$ cat config.mk
export PLATFORM = sky130hd
export DESIGN_NAME = hazard_scoreboard_ctrl
export DESIGN_NICKNAME = d
export VERILOG_FILES = /design/src/rtl/hazard_scoreboard_ctrl_pkg.sv /design/src/rtl/hazard_scoreboard_ctrl_sb_counter_bank.sv /design/src/rtl/hazard_scoreboard_ctrl.sv
export SDC_FILE = /design/constraint.sdc
export NUM_CORES = 1
export LEC_CHECK = 0
export ABC_AREA = 0
export ABC_CLOCK_PERIOD_IN_PS = 2700
export BUFFER_PORTS_ARGS = -buffer_cell sky130_fd_sc_hd__buf_2
export CORE_MARGIN = 2
export CORE_UTILIZATION = 41
export CTS_CLUSTER_DIAMETER = 30
export DETAILED_ROUTE_END_ITERATION = 16
export GPL_TIMING_DRIVEN = 0
export PLACE_DENSITY_LB_ADDON = 0.1
export SYNTH_ARGS = -nofsm -noshare
export SYNTH_HDL_FRONTEND = slang
export SYNTH_SLANG_ARGS = --single-unit
export TNS_END_PERCENT = 5
$ cat constraint.sdc
create_clock -name clk -period 2.7 [get_ports clk]
set_input_delay 0.135 -clock clk [delete_from_list [all_inputs] [get_ports clk]]
set_output_delay 0.135 -clock clk [all_outputs]
set_load 0.05 [all_outputs]
$ cat src/rtl/hazard_scoreboard_ctrl_pkg.sv
// hazard_scoreboard_ctrl_pkg: shared widths, limits and FSM encodings for the issue controller
package hazard_scoreboard_ctrl_pkg;
  localparam int NREGS = 32;
  localparam int REGNOBITS = 5;
  localparam int MAX_INFLIGHT = 3;
  localparam int CNTW = 2;
  localparam int from_SB_to_DE_WIDTH = 2;
  localparam int from_SB_to_FE_WIDTH = 1;
  typedef enum logic {HZ_IDLE = 1'b0, HZ_BR_WAIT = 1'b1} hz_state_e;
endpackage

$ cat src/rtl/hazard_scoreboard_ctrl_sb_counter_bank.sv
// hazard_scoreboard_ctrl_sb_counter_bank: per-register saturating pending-write counters with retire-bypassed read ports
module hazard_scoreboard_ctrl_sb_counter_bank
  import hazard_scoreboard_ctrl_pkg::*;
(
  input  logic                 clk,
  input  logic                 reset,
  input  logic                 inc_en,
  input  logic [REGNOBITS-1:0] inc_rd,
  input  logic                 dec_en,
  input  logic [REGNOBITS-1:0] dec_rd,
  input  logic [REGNOBITS-1:0] rd_a,
  input  logic [REGNOBITS-1:0] rd_b,
  output logic                 eff_a_nz,
  output logic                 eff_b_nz,
  output logic                 busy,
  output logic                 err
);
  logic [CNTW-1:0] pending [NREGS];
  logic [CNTW-1:0] pending_nxt [NREGS];
  logic [NREGS-1:0] inc_v, dec_v;
  logic err_set;
  // x0 is masked out of both one-hot vectors so it never gets tracked
  assign inc_v = inc_en ? (NREGS'(1) << inc_rd) & ~NREGS'(1) : '0;
  assign dec_v = dec_en ? (NREGS'(1) << dec_rd) & ~NREGS'(1) : '0;
  // a write retiring this cycle lands on the negedge, so it no longer counts as pending
  assign eff_a_nz = (pending[rd_a] - CNTW'(dec_v[rd_a])) != '0;
  assign eff_b_nz = (pending[rd_b] - CNTW'(dec_v[rd_b])) != '0;
  // next counts: saturate at MAX_INFLIGHT and floor at 0, flagging either as an error
  always_comb begin
    pending_nxt = pending;
    err_set = 1'b0;
    busy = 1'b0;
    for (int r = 1; r < NREGS; r++) begin
      busy = busy || (pending[r] != '0);
      if (inc_v[r] && !dec_v[r]) begin
        if (pending[r] == CNTW'(MAX_INFLIGHT)) err_set = 1'b1;
        else pending_nxt[r] = pending[r] + CNTW'(1);
      end else if (dec_v[r] && !inc_v[r]) begin
        if (pending[r] == '0) err_set = 1'b1;
        else pending_nxt[r] = pending[r] - CNTW'(1);
      end
    end
  end
  // counter state and sticky error flag
  always_ff @(posedge clk) begin
    if (reset) begin
      pending <= '{default: '0};
      err <= 1'b0;
    end else begin
      pending <= pending_nxt;
      err <= err || err_set;
    end
  end
endmodule

$ cat src/rtl/hazard_scoreboard_ctrl.sv
// hazard_scoreboard_ctrl: DE issue/stall control from a pending-write scoreboard plus branch-wait FSM (option HAZARD_PERF_EN adds perf counters)
module hazard_scoreboard_ctrl
  import hazard_scoreboard_ctrl_pkg::*;
(
  input  logic                 clk,
  input  logic                 reset,
  input  logic                 de_valid,
  input  logic [REGNOBITS-1:0] de_rs1,
  input  logic [REGNOBITS-1:0] de_rs2,
  input  logic                 de_rs1_used,
  input  logic                 de_rs2_used,
  input  logic [REGNOBITS-1:0] de_rd,
  input  logic                 de_wr_reg,
  input  logic                 de_is_ctrl,
  input  logic                 agex_br_resolved,
  input  logic                 wb_wr_reg,
  input  logic [REGNOBITS-1:0] wb_rd,
  output logic                 de_issue,
  output logic                 stall_de,
  output logic                 stall_fe,
  output logic                 sb_busy,
`ifdef HAZARD_PERF_EN
  output logic                 sb_err,
  output logic [31:0]          perf_haz_cycles,
  output logic [31:0]          perf_br_cycles
`else
  output logic                 sb_err
`endif
);
  hz_state_e state, state_nxt;
  logic v, bw, haz, eff1_nz, eff2_nz, busy_q, err_q;
  hazard_scoreboard_ctrl_sb_counter_bank u_bank (
    .clk      (clk),
    .reset    (reset),
    .inc_en   (de_issue && de_wr_reg),
    .inc_rd   (de_rd),
    .dec_en   (wb_wr_reg),
    .dec_rd   (wb_rd),
    .rd_a     (de_rs1),
    .rd_b     (de_rs2),
    .eff_a_nz (eff1_nz),
    .eff_b_nz (eff2_nz),
    .busy     (busy_q),
    .err      (err_q)
  );
  // control FSM state register
  always_ff @(posedge clk) begin
    state <= reset ? HZ_IDLE : state_nxt;
  end
  // hazard detect, stall outputs and FSM next state; everything is forced quiet while reset is held
  always_comb begin
    v = de_valid && !reset;
    bw = (state == HZ_BR_WAIT) && !reset;
    haz = (de_rs1_used && de_rs1 != '0 && eff1_nz) || (de_rs2_used && de_rs2 != '0 && eff2_nz);
    stall_de = v && (haz || bw);
    de_issue = v && !stall_de;
    stall_fe = stall_de || (v && de_is_ctrl) || bw;
    sb_busy = busy_q && !reset;
    sb_err = err_q && !reset;
    state_nxt = bw ? (agex_br_resolved ? HZ_IDLE : HZ_BR_WAIT) : (de_issue && de_is_ctrl ? HZ_BR_WAIT : HZ_IDLE);
  end
`ifdef HAZARD_PERF_EN
  logic [31:0] haz_cnt, br_cnt;
  // free-running event counters, wrapping at 2^32
  always_ff @(posedge clk) begin
    if (reset) begin
      haz_cnt <= '0;
      br_cnt <= '0;
    end else begin
      haz_cnt <= haz_cnt + 32'(v && haz);
      br_cnt <= br_cnt + 32'(state == HZ_BR_WAIT);
    end
  end
  assign perf_haz_cycles = reset ? '0 : haz_cnt;
  assign perf_br_cycles = reset ? '0 : br_cnt;
`endif
endmodule

==> flow_summary.ini <==
[global_route]
track_usage = 0.378
grt_pass1_wl_um = 46400
overflow = 0
grt_pass1_vias = 7509
antenna_found_initial = 0
grt_max_degree = 13

[power_and_ir_drop]
clkPwrFrac = 0.423
p_int_w = 0.00180
pwr-share-seq = 0.341
leakage_nw = 2.65
comb_power_share = 0.236
power_density_nw_per_um2 = 333
vdd_ir_drop_max_mv = 0.296
p_switching_w = 0.000937
p_sw_frac = 0.342

[layout]
diodes = 0
layout-drive-gt1-share = 0.280
num-nets-final = 980
seq_area_sq_um = 1370
final_common_cell = nand2_1
syn_to_final_growth_pct = 28.5
final_cell_mix = nand2_1 (88), nor2_1 (73), a21oi_1 (45)
fillCellCount = 1462
multiInputGateArea_sq_um = 5380

[outcome]
violations = negative setup slack
outcome = finished, violations left

[detailed_routing]
wl_met1_um = 12900
ant_nets = 0
highest_layer = met4
wire_per_inst_um = 27.6
dr.pass1.iters = 8
vias = 8077
route.detailed.drc = 0
wl_um = 31600
routed-wl-met3_um = 3870
avgViaCountPerCell = 7.06
drt_iter0_drc = 1025
routed-wl-met2_um = 13100

[setup_path]
worst_setup_path_end_kind = flip-flop
startpoint_type = input pin
critPathKind = input pin to flip-flop
required_ns = 2.89
worstPathMaxFanout = 10
reg2regPathDepth = 11
arrival_ns = 3.47

[floorplanning]
die_area_sq_um = 16600
die_w_um = 129
start_util = 0.420
die_y_um = 129
coreArea_sq_um = 15200
rows = 45
io_pins = 34

[placed_design]
port_buffers = 23
pre_cts_slack_ns = -1.70
gp_congestion = 1.06
dp_hpwl_um = 22900

[timing]
period_minus_slack_ns = 3.27
max_freq_ghz = 0.305
relSlewSlack = 0.0469
layout_setup_ws_ns = -0.574
hold_viol_final = 0
slew_violations = 0
rsz0062_at_grt = true
fin_crit_sh = 1.21
setup_viol = 64
whs_ns = 0.0996
fin_worst_skew_ns = 0.00529
worst_pin_slew_ns = 1.42

[clock_network]
cts_tree = done
clock_latency_ns = 0.35
clk_path_buf_depth = 2
clock-sinks = 64
clkTransAtPathRegs_ns = 0.06
cts_root_buf = clkbuf_16
cts_made_buffers = 9
cts_max_level = 3

[synthesis]
yosysSeqAreaShare = 0.201
synth_edf_count = 0
synth_area_sq_um = 6390
syn_nets = 921
synth_cell_type_count = 78
yosysTopAreaCell = dfxtp_1
async_reset_ff_frac = 0
synthTopCellsByArea = dfxtp_1 (20%), nand2_1 (5.2%), mux2i_1 (5.0%)
yosys_warnings = 0
synthFlopType = dfxtp_1
netlist.area_leader.share = 0.201
ys_ff_latch = 64
synthCells = 892
synth.avg_cell_area_sq_um = 7.16

[flow_run]
max-cap-violations = 0

[min_path]
hold_path_class = input pin to flip-flop
hold-path-cell-count = 3
-- sequential cells by signal (all words and copies together) (netlist names) --
name	count
state	1
u_bank.pending	62
u_bank.err	1
-- power groups by stage --
stage	sequential, W	clock [W]	combinational, W
2_1_floorplan	0.000971	0	0.000302
3_3_place_gp	0.000973	0	0.000464
3_5_place_dp	0.000973	0	0.000460
4_1_cts	0.000936	0.00117	0.000591
5_1_grt	0.000934	0.00121	0.000666
6_report	0.000935	0.00116	0.000645
-- worst paths after layout --
path / end / from / slack, ns
hold reg to reg: u_bank.pending[58] / u_bank.pending[58] / 0.55
setup reg to reg: u_bank.err / u_bank.pending[6] / -0.54
setup / recovery: u_bank.err / de_rd[3] / -0.57
hold / removal: u_bank.pending[34] / reset / 0.1
-- layer usage --
layer | vias to the layer above | global-route usage
met3 | 143 | 0.108
met4 | 0 | 0.182
li1 | 3517 | -
met1 | 3857 | 0.512
met5 | - | 0
met2 | 560 | 0.551
-- kinds of logic (layout without fill, tap and decap cells) --
kind of cell           count (synthesis)  in the layout  share of synthesized area
AO/OA/AOI/OAI                        254            254                      0.265
XOR/XNOR                              11             11                     0.0163
buffers and inverters                 79            143                     0.0562
flip-flops                            64             64                      0.201
multiplexers                          53             53                      0.110
AND/OR/NAND/NOR                      431            431                      0.352
-- worst max-delay path, stage by stage --
cell	delay (ns)
buf_2	0.11
clkbuf_1	0.38
nand2_1	0.16
nor3_1	0.86
o22ai_1	0.16
a211oi_1	0.25
o2111ai_1	0.13
a2111oi_0	0.60
o21ai_1	0.19
nor3_2	0.29
a41oi_2	0.19
-- cells in the mapped netlist, types with 8 or more instances --
cell type / instances
a211oi_1: 9
a21o_1: 11
a21oi_1: 51
a31oi_1: 20
and3_1: 23
buf_2: 11
clkbuf_1: 41
dfxtp_1: 64
inv_1: 15
mux2i_1: 32
mux4_2: 13
nand2_1: 88
nand2b_1: 24
nand3_1: 35
nand3b_1: 16
nand4_1: 25
nor2_1: 76
nor2b_1: 19
nor3_1: 54
nor4_1: 19
o2111ai_1: 9
o21ai_0: 60
o21ai_1: 8
o31ai_1: 8
or2_2: 13
or3_1: 11
xnor2_1: 9
-- stage by stage --
step | instances | power, W | setup TNS [ns] | area (sq um) | util
2_1_floorplan | 892 | 0.00127 | -4.12 | 6400 | -
3_3_place_gp | 1103 | 0.00144 | -51.36 | 6750 | 0.444
3_5_place_dp | 1103 | 0.00143 | -48.57 | 6750 | 0.444
4_1_cts | 1139 | 0.00269 | -10.61 | 7960 | 0.524
5_1_grt | 1144 | 0.00281 | -20.12 | 8210 | 0.540
6_report | 1144 | 0.00274 | -15.46 | 8210 | 0.540
-- final cells by class --
| type | instances | share of cell area |
|---|---|---|
| flip-flops and latches | 64 | 0.167 |
| plain buffers | 45 | 0.0386 |
| multi-input cells | 749 | 0.655 |
| clock inverters | 6 | 0.00549 |
| repair buffers | 67 | 0.0689 |
| well taps | 188 | 0.0286 |
| clock buffers | 10 | 0.0291 |
| inverters | 15 | 0.00686 |
-- what timing repair did --
| action | in CTS | in global routing |
|---|---|---|
| pin swaps | 36 | 30 |
| endpoints found under the setup margin | 67 | 66 |
| setup buffers | 35 | 5 |
| endpoints found under the hold margin | 1 | 0 |
| gates cloned | 2 | 0 |
| gates resized for setup | 179 | 57 |
| hold buffers | 2 | 0 |
(Power assumes the default switching activity.)
